### src/rtl/keypad_scanner_pkg.sv
// Shared constants and types for the keypad scanner.
//   NUM_COLS / NUM_ROWS : keypad matrix dimensions
//   KEY_CODE_W          : width of key_code (col_index*4 + row_index)
//   state_e             : debounce FSM states
//   scan_res_e          : classification of one full column scan
package keypad_scanner_pkg;

  localparam int unsigned NUM_COLS   = 4;
  localparam int unsigned NUM_ROWS   = 4;
  localparam int unsigned KEY_CODE_W = 4;

  typedef enum logic [1:0] {
    StIdle,
    StCandidate,
    StPressed,
    StReleasing
  } state_e;

  typedef enum logic [1:0] {
    ScanNone,
    ScanSingle,
    ScanMulti
  } scan_res_e;

endpackage

### src/rtl/keypad_sync.sv
// Two-stage synchronizer for asynchronous inputs; flops reset to all ones
// (idle level of the active-low row lines).
//   clk_i : clock
//   rst_i : synchronous active-high reset
//   d_i   : asynchronous input
//   q_o   : synchronized output
module keypad_sync
  import keypad_scanner_pkg::*;
#(
  parameter int unsigned Width = NUM_ROWS
) (
  input  logic             clk_i,
  input  logic             rst_i,
  input  logic [Width-1:0] d_i,
  output logic [Width-1:0] q_o
);

  logic [Width-1:0] meta_q;
  logic [Width-1:0] sync_q;

  always_ff @(posedge clk_i) begin
    if (rst_i) begin
      meta_q <= '1;
      sync_q <= '1;
    end else begin
      meta_q <= d_i;
      sync_q <= meta_q;
    end
  end

  assign q_o = sync_q;

endmodule

### src/rtl/keypad_scanner.sv
// 4x4 matrix keypad scanner with scan-based press/release debounce.
//   clk_i       : system clock
//   rst_i       : synchronous active-high reset
//   scan_tick_i : one-clk strobe that samples the current column and advances it
//   row_i       : active-low row lines (asynchronous)
//   col_o       : active-low column drive, exactly one bit low
//   key_code_o  : code of the accepted key (col*4 + row), held between presses
//   key_valid_o : one-clk pulse on debounced press acceptance
//   key_down_o  : high from acceptance until debounced release
module keypad_scanner
  import keypad_scanner_pkg::*;
#(
  parameter int unsigned DEBOUNCE_SCANS = 4
) (
  input  logic                  clk_i,
  input  logic                  rst_i,
  input  logic                  scan_tick_i,
  input  logic [NUM_ROWS-1:0]   row_i,
  output logic [NUM_COLS-1:0]   col_o,
  output logic [KEY_CODE_W-1:0] key_code_o,
  output logic                  key_valid_o,
  output logic                  key_down_o
);

  localparam logic [3:0] DebN = 4'(DEBOUNCE_SCANS);

  logic [NUM_ROWS-1:0] rs;

  keypad_sync #(
    .Width(NUM_ROWS)
  ) u_sync (
    .clk_i(clk_i),
    .rst_i(rst_i),
    .d_i  (row_i),
    .q_o  (rs)
  );

  logic [1:0]            col_q;
  scan_res_e             acc_res_q, acc_res_d;
  logic [KEY_CODE_W-1:0] acc_code_q, acc_code_d;
  state_e                state_q, state_d;
  logic [3:0]            cnt_q, cnt_d;
  logic [KEY_CODE_W-1:0] cand_q, cand_d;
  logic [KEY_CODE_W-1:0] key_code_q, key_code_d;
  logic                  key_valid_q, key_valid_d;
  logic                  key_down_q, key_down_d;

  logic [2:0]            low_cnt;
  logic [1:0]            low_idx;
  scan_res_e             scan_res;
  logic [KEY_CODE_W-1:0] scan_code;
  logic                  eval;

  assign col_o = ~(4'b0001 << col_q);
  assign eval  = scan_tick_i && (col_q == 2'd3);

  // Fold the current column's rows into the running scan result; this is the
  // full-scan result when the last column is being sampled.
  always_comb begin
    low_cnt = '0;
    low_idx = '0;
    for (int i = 0; i < NUM_ROWS; i++) begin
      if (!rs[i]) begin
        low_cnt = low_cnt + 3'd1;
        low_idx = 2'(i);
      end
    end
    scan_res  = acc_res_q;
    scan_code = acc_code_q;
    if (low_cnt == 3'd1) begin
      if (acc_res_q == ScanNone) begin
        scan_res  = ScanSingle;
        scan_code = {col_q, low_idx};
      end else begin
        scan_res = ScanMulti;
      end
    end else if (low_cnt > 3'd1) begin
      scan_res = ScanMulti;
    end
    acc_res_d  = acc_res_q;
    acc_code_d = acc_code_q;
    if (scan_tick_i) begin
      acc_res_d  = eval ? ScanNone : scan_res;
      acc_code_d = eval ? '0 : scan_code;
    end
  end

  always_comb begin
    state_d     = state_q;
    cnt_d       = cnt_q;
    cand_d      = cand_q;
    key_code_d  = key_code_q;
    key_valid_d = 1'b0;
    key_down_d  = key_down_q;
    if (eval) begin
      unique case (state_q)
        StIdle: begin
          if (scan_res == ScanSingle) begin
            cand_d = scan_code;
            cnt_d  = 4'd1;
            if (DebN == 4'd1) begin
              state_d     = StPressed;
              key_code_d  = scan_code;
              key_valid_d = 1'b1;
              key_down_d  = 1'b1;
            end else begin
              state_d = StCandidate;
            end
          end
        end
        StCandidate: begin
          if (scan_res == ScanSingle) begin
            if (scan_code == cand_q) begin
              cnt_d = cnt_q + 4'd1;
              if (cnt_q + 4'd1 == DebN) begin
                state_d     = StPressed;
                key_code_d  = cand_q;
                key_valid_d = 1'b1;
                key_down_d  = 1'b1;
              end
            end else begin
              cand_d = scan_code;
              cnt_d  = 4'd1;
            end
          end else begin
            state_d = StIdle;
            cnt_d   = 4'd0;
          end
        end
        StPressed: begin
          if (scan_res == ScanNone) begin
            cnt_d = 4'd1;
            if (DebN == 4'd1) begin
              state_d    = StIdle;
              key_down_d = 1'b0;
            end else begin
              state_d = StReleasing;
            end
          end
        end
        StReleasing: begin
          if (scan_res == ScanNone) begin
            cnt_d = cnt_q + 4'd1;
            if (cnt_q + 4'd1 == DebN) begin
              state_d    = StIdle;
              key_down_d = 1'b0;
            end
          end else begin
            // Bounce during release: back to held, no new key_valid.
            state_d = StPressed;
            cnt_d   = 4'd0;
          end
        end
        default: state_d = StIdle;
      endcase
    end
  end

  always_ff @(posedge clk_i) begin
    if (rst_i) begin
      col_q       <= 2'd0;
      acc_res_q   <= ScanNone;
      acc_code_q  <= '0;
      state_q     <= StIdle;
      cnt_q       <= 4'd0;
      cand_q      <= '0;
      key_code_q  <= '0;
      key_valid_q <= 1'b0;
      key_down_q  <= 1'b0;
    end else begin
      if (scan_tick_i) col_q <= col_q + 2'd1;
      acc_res_q   <= acc_res_d;
      acc_code_q  <= acc_code_d;
      state_q     <= state_d;
      cnt_q       <= cnt_d;
      cand_q      <= cand_d;
      key_code_q  <= key_code_d;
      key_valid_q <= key_valid_d;
      key_down_q  <= key_down_d;
    end
  end

  assign key_code_o  = key_code_q;
  assign key_valid_o = key_valid_q;
  assign key_down_o  = key_down_q;

endmodule

### config.mk
export PLATFORM = sky130hd
export DESIGN_NAME = keypad_scanner
export DESIGN_NICKNAME = d
export VERILOG_FILES = /design/src/rtl/keypad_scanner_pkg.sv /design/src/rtl/keypad_sync.sv /design/src/rtl/keypad_scanner.sv
export SDC_FILE = /design/constraint.sdc
export NUM_CORES = 1
export LEC_CHECK = 0
export CORE_MARGIN = 1
export CORE_UTILIZATION = 35
export CTS_BUF_LIST = sky130_fd_sc_hd__clkbuf_8 sky130_fd_sc_hd__clkbuf_16
export CTS_CLUSTER_DIAMETER = 50
export CTS_CLUSTER_SIZE = 25
export DETAILED_ROUTE_END_ITERATION = 10
export SETUP_SLACK_MARGIN = 0.15
export SKIP_LAST_GASP = 1
export SYNTH_ARGS = -nofsm -noshare
export SYNTH_HDL_FRONTEND = slang
export SYNTH_SLANG_ARGS = --single-unit
### constraint.sdc
create_clock -name clk_i -period 7.4 [get_ports clk_i]
set_input_delay 1.48 -clock clk_i [delete_from_list [all_inputs] [get_ports clk_i]]
set_output_delay 1.48 -clock clk_i [all_outputs]
set_load 0.005 [all_outputs]
==> key figures <==
Outcome
  – Status: complete, no violations

Timing
  – RSZ-0062 raised after global routing: false
  – Fmax: approximately 290 MHz
  – Final hold viol count: 0
  – Clock Skews: 0.008402 ns
  – Worst Hold Slack: approximately 0.4 ns
  – # setup viols final: 0
  – Final Cycle Share: 47.20%
  – Slew of the pin with the lowest slew margin: about 0.56 ns
  – Relative slew slack: between 60% and 70%
  – Setup TNS: 0 ns
  – Tmin final: 3.492 ns
  – PnR worst setup slack: around 4 ns
  – Final Slew Violations: 0

CTS
  – CTS Hold Bufs: 0
  – Clock-pin slew on the worst setup and hold paths: ~0.07 ns
  – Clock H-tree levels: 2
  – CTS root buf: clkbuf_8
  – Setup bufs post-CTS: 0
  – CTS tree: built
  – CTS max path bufs: 2
  – Total CTS buffers: 5
  – Clock sinks: 32
  – Post-CTS sizing: 0
  – Skew-Pair Late Insertion Delay: between 0.2 and 0.3 ns

Route
  – DR vias: about 1400
  – Detailed Routing Iterations Pass 1: 4
  – Post-route ant nets: 0
  – Via density: about 5
  – Drt initial violations: ~90
  – Per-cell routed wire length: around 12 µm
  – DRC errors left: 0
  – Final WL: about 3.4 mm

Global routing
  – Number of global-route vias before repair: between 1000 and 1500
  – GR Util met1: a little under a fifth
  – Largest net degree at the start of global routing: 24
  – Initial antenna violation count: 0
  – Global route total overflow: 0
  – Most Crowded Layer GR: met2
  – GRT Overall Usage: 14.36%
  – GRT met3 Usage: between 3 and 4%
  – Met2 Usage GRT: a little under a quarter
  – First-pass GRT wire length: a little under 6 mm

Setup path
  – Worst reg2reg path endpoint: cand_q[2]
  – Critical Path RT: 7.57 ns
  – CP max stage cell: clkdlybuf4s50_1
  – R2R Setup Slk: roughly 4.5 ns
  – Reg2Reg Launch Point: u_sync.q_o[1]
  – Setup crit end kind: flop
  – CP peak stage delay: 0.66 ns
  – Critical path class: in -> reg
  – Critical path arrival: 3.66 ns
  – Reg2reg path depth: 11
  – Crit-path cells: clkdlybuf4s50_1, and2_1, nand2_1, or3_4, nor3_1, a21oi_1, a41o_1
  – Worst Setup Start Kind: primary input
  – CP Max Fanout: 9

Floorplan
  – Die height: between 70 and 80 µm
  – Row cnt: 25
  – Top Ports: 17
  – Die W: roughly 73 µm
  – Die area: 5350 µm²
  – Core Area: ~4800 µm²
  – Starting Density: between 30% and 40%

Worst hold path
  – Worst hold path type: reg -> reg
  – Hold Path Sink: u_sync.q_o[1]
  – Hold depth: 1
  – Hold path start: u_sync.meta_q[1]

Cells and area
  – Final net count: approximately 240
  – Commonest cells after routing, fill and taps aside: dfxtp_1, nand2_1, nor2_1, clkdlybuf4s50_1, inv_1
  – Commonest non-fill, non-tap cell in the layout: dfxtp_1
  – Final core occ: between 40 and 50%
  – Layout cells sized above 1: around 14%
  – Antenna Diode Count: 0
  – Area Overhead vs Synth: 17.30%

Yosys
  – Area leader, netlist: dfxtp_1
  – Mapped Cells: 206
  – Post-Syn Area per Cell: 8.600 µm²
  – Seq/Total Area, Yosys: 36.16%
  – Synth top area share: about 36%
  – Register bit total from synthesis: 32
  – Post-Syn Nets: approximately 220
  – Synth area leaders: dfxtp_1, ha_1, nand2_1, mux2i_1, nor2_1
  – Post-Syn Area: about 1800 µm²
  – Synth cell types: 48
  – Yosys warnings: 0

Placed design
  – Dpl hpwl: 2.508 mm
  – Port bufs: 16
  – Routability Congestion: 0.7843
  – Pre-CTS setup slack: approximately 3.6 ns

Run
  – MaxCap Viol Count: 0

Power
  – Cell Pwr Density: 193.9 nW/µm²
  – Maximum vdd drop: around 94 µV
  – Leakage: roughly 0.88 nW
-- through the flow --
stage	cells	cell area, µm²	total power, mW
after floorplan	206	1772	0.2421
after global placement	281	1982	0.2606
after global routing	288	2078	0.4255
final	288	2078	0.4030
after CTS	288	2078	0.4098
after detailed placement	281	1982	0.2608
-- Yosys cell counts (all sizes together) --
library cell and n:
xor3 1, or3 1, nand2b 2, nor2b 1
o21a 2, mux2i 10, a21o 1, nand3b 1
o221a 1, and3 4, o211a 3, inv 13
or2 9, xnor2 6, nand3 5, o21ai 10
a41o 1, and2 3, nor3 8, nor4 2
nand2 26, a31o 2, a2111oi 1, dfxtp 32
a41oi 2, nor2 19, ha 8, o211ai 1
xor2 2, a22oi 4, or4 1, a211oi 3
buf 2, clkbuf 7, nand4 2, a21oi 10
-- worst max-delay path, delay by kind of cell --
kind	cells	cell delay, ns
simple gates	4	1.17
buf+inv	1	0.66
compound gates	2	0.35
-- flip-flops by register name, indices dropped and copies added (netlist names), 2 cells and up --
name / flops
acc_code_q: 4
cand_q: 4
cnt_q: 4
key_code_o: 4
u_sync.meta_q: 4
u_sync.q_o: 4
acc_res_q: 2
col_q: 2
state_q: 2
-- cells by family (layout without fill, tap and decap cells) --
logic type / count (synthesis) / after routing / synth area share (%)
AND/OR/NAND/NOR: 84 / 84 / 23.73
AO/OA/AOI/OAI: 41 / 41 / 17.37
flip-flops: 32 / 32 / 36.16
buffers and inverters: 22 / 37 / 5.085
multiplexers: 10 / 10 / 5.862
XOR/XNOR: 9 / 9 / 6.144
adder cells (fa/ha/maj): 8 / 8 / 5.650
-- worst max-delay path by stage --
stage	cells past startpoint	end	slack, ns	startpoint
global placement	7	key_code_o[1]	3.67	scan_tick_i
global route	7	key_code_o[1]	3.72	scan_tick_i
floorplan	8	key_code_o[1]	4.13	scan_tick_i
CTS	7	key_code_o[1]	3.91	scan_tick_i
finish	7	key_code_o[1]	3.91	scan_tick_i
detailed placement	7	key_code_o[1]	3.62	scan_tick_i
-- report_power, final --
part / total, mW / leakage (nW) / internal [mW] / switching, mW
logic: 0.0749 / 0.569 / 0.0333 / 0.0416
registers: 0.182 / 0.260 / 0.177 / 0.00515
clock network: 0.146 / 0.0503 / 0.0828 / 0.0631
-- layout make-up --
| type | count | area, µm² |
|---|---|---|
| multi-input combinational | 152 | 1041 |
| tap | 67 | 83.83 |
| timing repair buffer | 17 | 167.7 |
| inverter | 13 | 48.80 |
| fill | 491 | 2708 |
| clock buffer | 7 | 96.34 |
| sequential | 32 | 640.6 |
-- routing by layer --
metal / up-vias / wire length [µm]
met5: - / 0
met4: 0 / 21
met3: 2 / 152
met2: 22 / 1597
met1: 644 / 1653
li1: 739 / -
No activity file was read; power rests on OpenSTA's default activity.
==> RTL change, RTL diff (config.mk and constraints unchanged) <==
Put a register stage on the output `col_o`, with the module's reset. The value now appears one clock later. The other outputs are not delayed to match.
--- a/src/rtl/keypad_scanner.sv
+++ b/src/rtl/keypad_scanner.sv
@@ -53,3 +53,9 @@
 
-  assign col_o = ~(4'b0001 << col_q);
+  always_ff @(posedge clk_i) begin
+    if (rst_i) begin
+      col_o <= '0;
+    end else begin
+      col_o <= ~(4'b0001 << col_q);
+    end
+  end
   assign eval  = scan_tick_i && (col_q == 2'd3);
Behaviour: not the same (a bounded check fails within 4 cycles, from zero or initial values and one cycle with rst_i high).
==> RTL change against the original RTL <==
  * Power decreased by 0.86%
  * Clock skew shrank 3.2 ps
  * Final area grew 3.3%
  * Worst setup slack improved by 480 ps
  * Routed wire length decreased by 0.44%
  * Synthesized area grew 6.2%
  * Highest routed layer unchanged
  * Sequential cell count grew 4
==> RTL change: results (changes against the original RTL) <==
post_cts_buffers: 0  # unchanged
avgRoutedWirePerCell_um: 11.9  # about the same
grt_pass1_wl_mm: 5.77  # -1.2%
drtIter0Drc: 82  # -11%
cts_resized: 0  # unchanged
gp_congestion: 0.786  # +0.17%
grt_usage: 0.138  # -0.00598
path_max_fanout: 9  # unchanged
dr_total_vias: 1372  # -2.5%
dpl.hpwl_mm: 2.42  # -3.6%
status: "finished clean"
path_clk_slew_ps: 70  # about the same
met2_usage: 0.213  # -0.0151
fin_skew_ps: 5.16  # -3.24 ps
synthArstFlopShare: 0  # unchanged
area_delta_synth_final_pct: 14.1
nets: 232  # -1.7%
clkLatencyLatePin_ps: 280  # about the same
crit_arrival_ps: 3200  # -460 ps
htree_levels: 2  # unchanged
cp_slowest_cell: "clkdlybuf4s50_1"
worstMarginPinSlew_ps: 641  # +84.1 ps
drive_gt1_frac: 0.120  # -0.0250
grt_pass1_vias: 1259  # -2.9%
grtUsageMet3: 0.0463  # +0.00900
drt_pass1_iterations: 4  # unchanged
reg2reg_depth: 11  # unchanged
yosysSeqAreaShare: 0.383  # +0.0214
diodes: 0  # unchanged
numCtsBuffers: 5  # unchanged
antenna_found_initial: 0  # unchanged
clockBufferDepth: 2  # unchanged
portBuffers: 16  # unchanged
synthTopCellsByCount: "36 x dfxtp_1, 21 x nor2_1, 15 x nand2_1"
grt_max_degree: 43  # +79%
hold_depth: 1  # unchanged
gr-usage-met1: 0.177  # -0.00870
max_stage_delay_ps: 560  # -100 ps
synth_fp_nets: 218  # -1.4%
hp-class: "register to register"
yosysWarnings: 0  # unchanged
ir_drop_mv: 0.0622  # -34%
synthDistinctLibCells: 44  # -8.3%
p_leak_uw: 0.000835  # -5.1%
ys_top_cells_by_area: "dfxtp_1 38%, ha_1 5.3%, mux2i_1 5.3%, nor2_1 4.2%, xnor2_1 4.2%"
cts_root_buffer: "clkbuf_8"
-- RTL change: where the power goes --
group	leakage [uW]	switching (uW)	internal (uW)
sequential	0.000294	6.58	200
clock	0.0000452	66.0	62.6
combinational	0.000496	34.3	29.5
total	0.000835	107	293
-- RTL change: per-layer routing --
metal	vias to the layer above	share of wire
li1	726	-
met1	627	0.49
met2	13	0.46
met3	6	0.034
met4	0	0.017
met5	-	0
-- RTL change: cell type report --
cell class | count | area [um2]
Tap cell | 70 | 87.6
Clock buffer | 5 | 68.8
Clock inverter | 2 | 8.76
Inverter | 8 | 30.0
Multi-Input combinational cell | 149 | 1060
Fill cell | 535 | 2990
Timing Repair Buffer | 17 | 168
Sequential cell | 36 | 721
-- RTL change: worst paths after layout --
check | start | to | slack, ps
worst max-delay path | scan_tick_i | cnt_q[2] | 4380
worst min-delay path | u_sync.meta_q[3] | u_sync.q_o[3] | 410
worst max register to register | u_sync.q_o[1] | acc_code_q[2] | 4540
worst min register to register | u_sync.meta_q[3] | u_sync.q_o[3] | 410
-- RTL change: critical path, delay by kind of cell --
kind | cells | cell delay (ps)
and+or+nand+nor | 1 | 310
buffers and inverters | 1 | 560
muxes | 1 | 140
AOI/OAI and AO/OA | 2 | 710
-- RTL change: through the flow --
stage / hold WS [ps] / util / instances / setup WS [ps] / instance area (um2)
after CTS: 407 / 0.418 / 287 / 4390 / 2150
after detailed placement: 392 / 0.403 / 280 / 4090 / 2070
after global placement: 392 / 0.403 / 280 / 4140 / 2070
final: 406 / 0.418 / 287 / 4380 / 2150
after global routing: 424 / 0.418 / 287 / 4240 / 2150
after floorplan: 389 / - / 203 / 4540 / 1880
-- RTL change: cells by family (layout without fill, tap and decap cells) --
group           after synthesis  after routing  synth area share
simple gates                 86             86             0.254
flops                        36             36             0.383
compound gates               31             31             0.131
buf+inv                      18             32            0.0519
xor+xnor                     14             14            0.0738
mux                          10             10            0.0532
fa+ha+maj                     8              8            0.0532
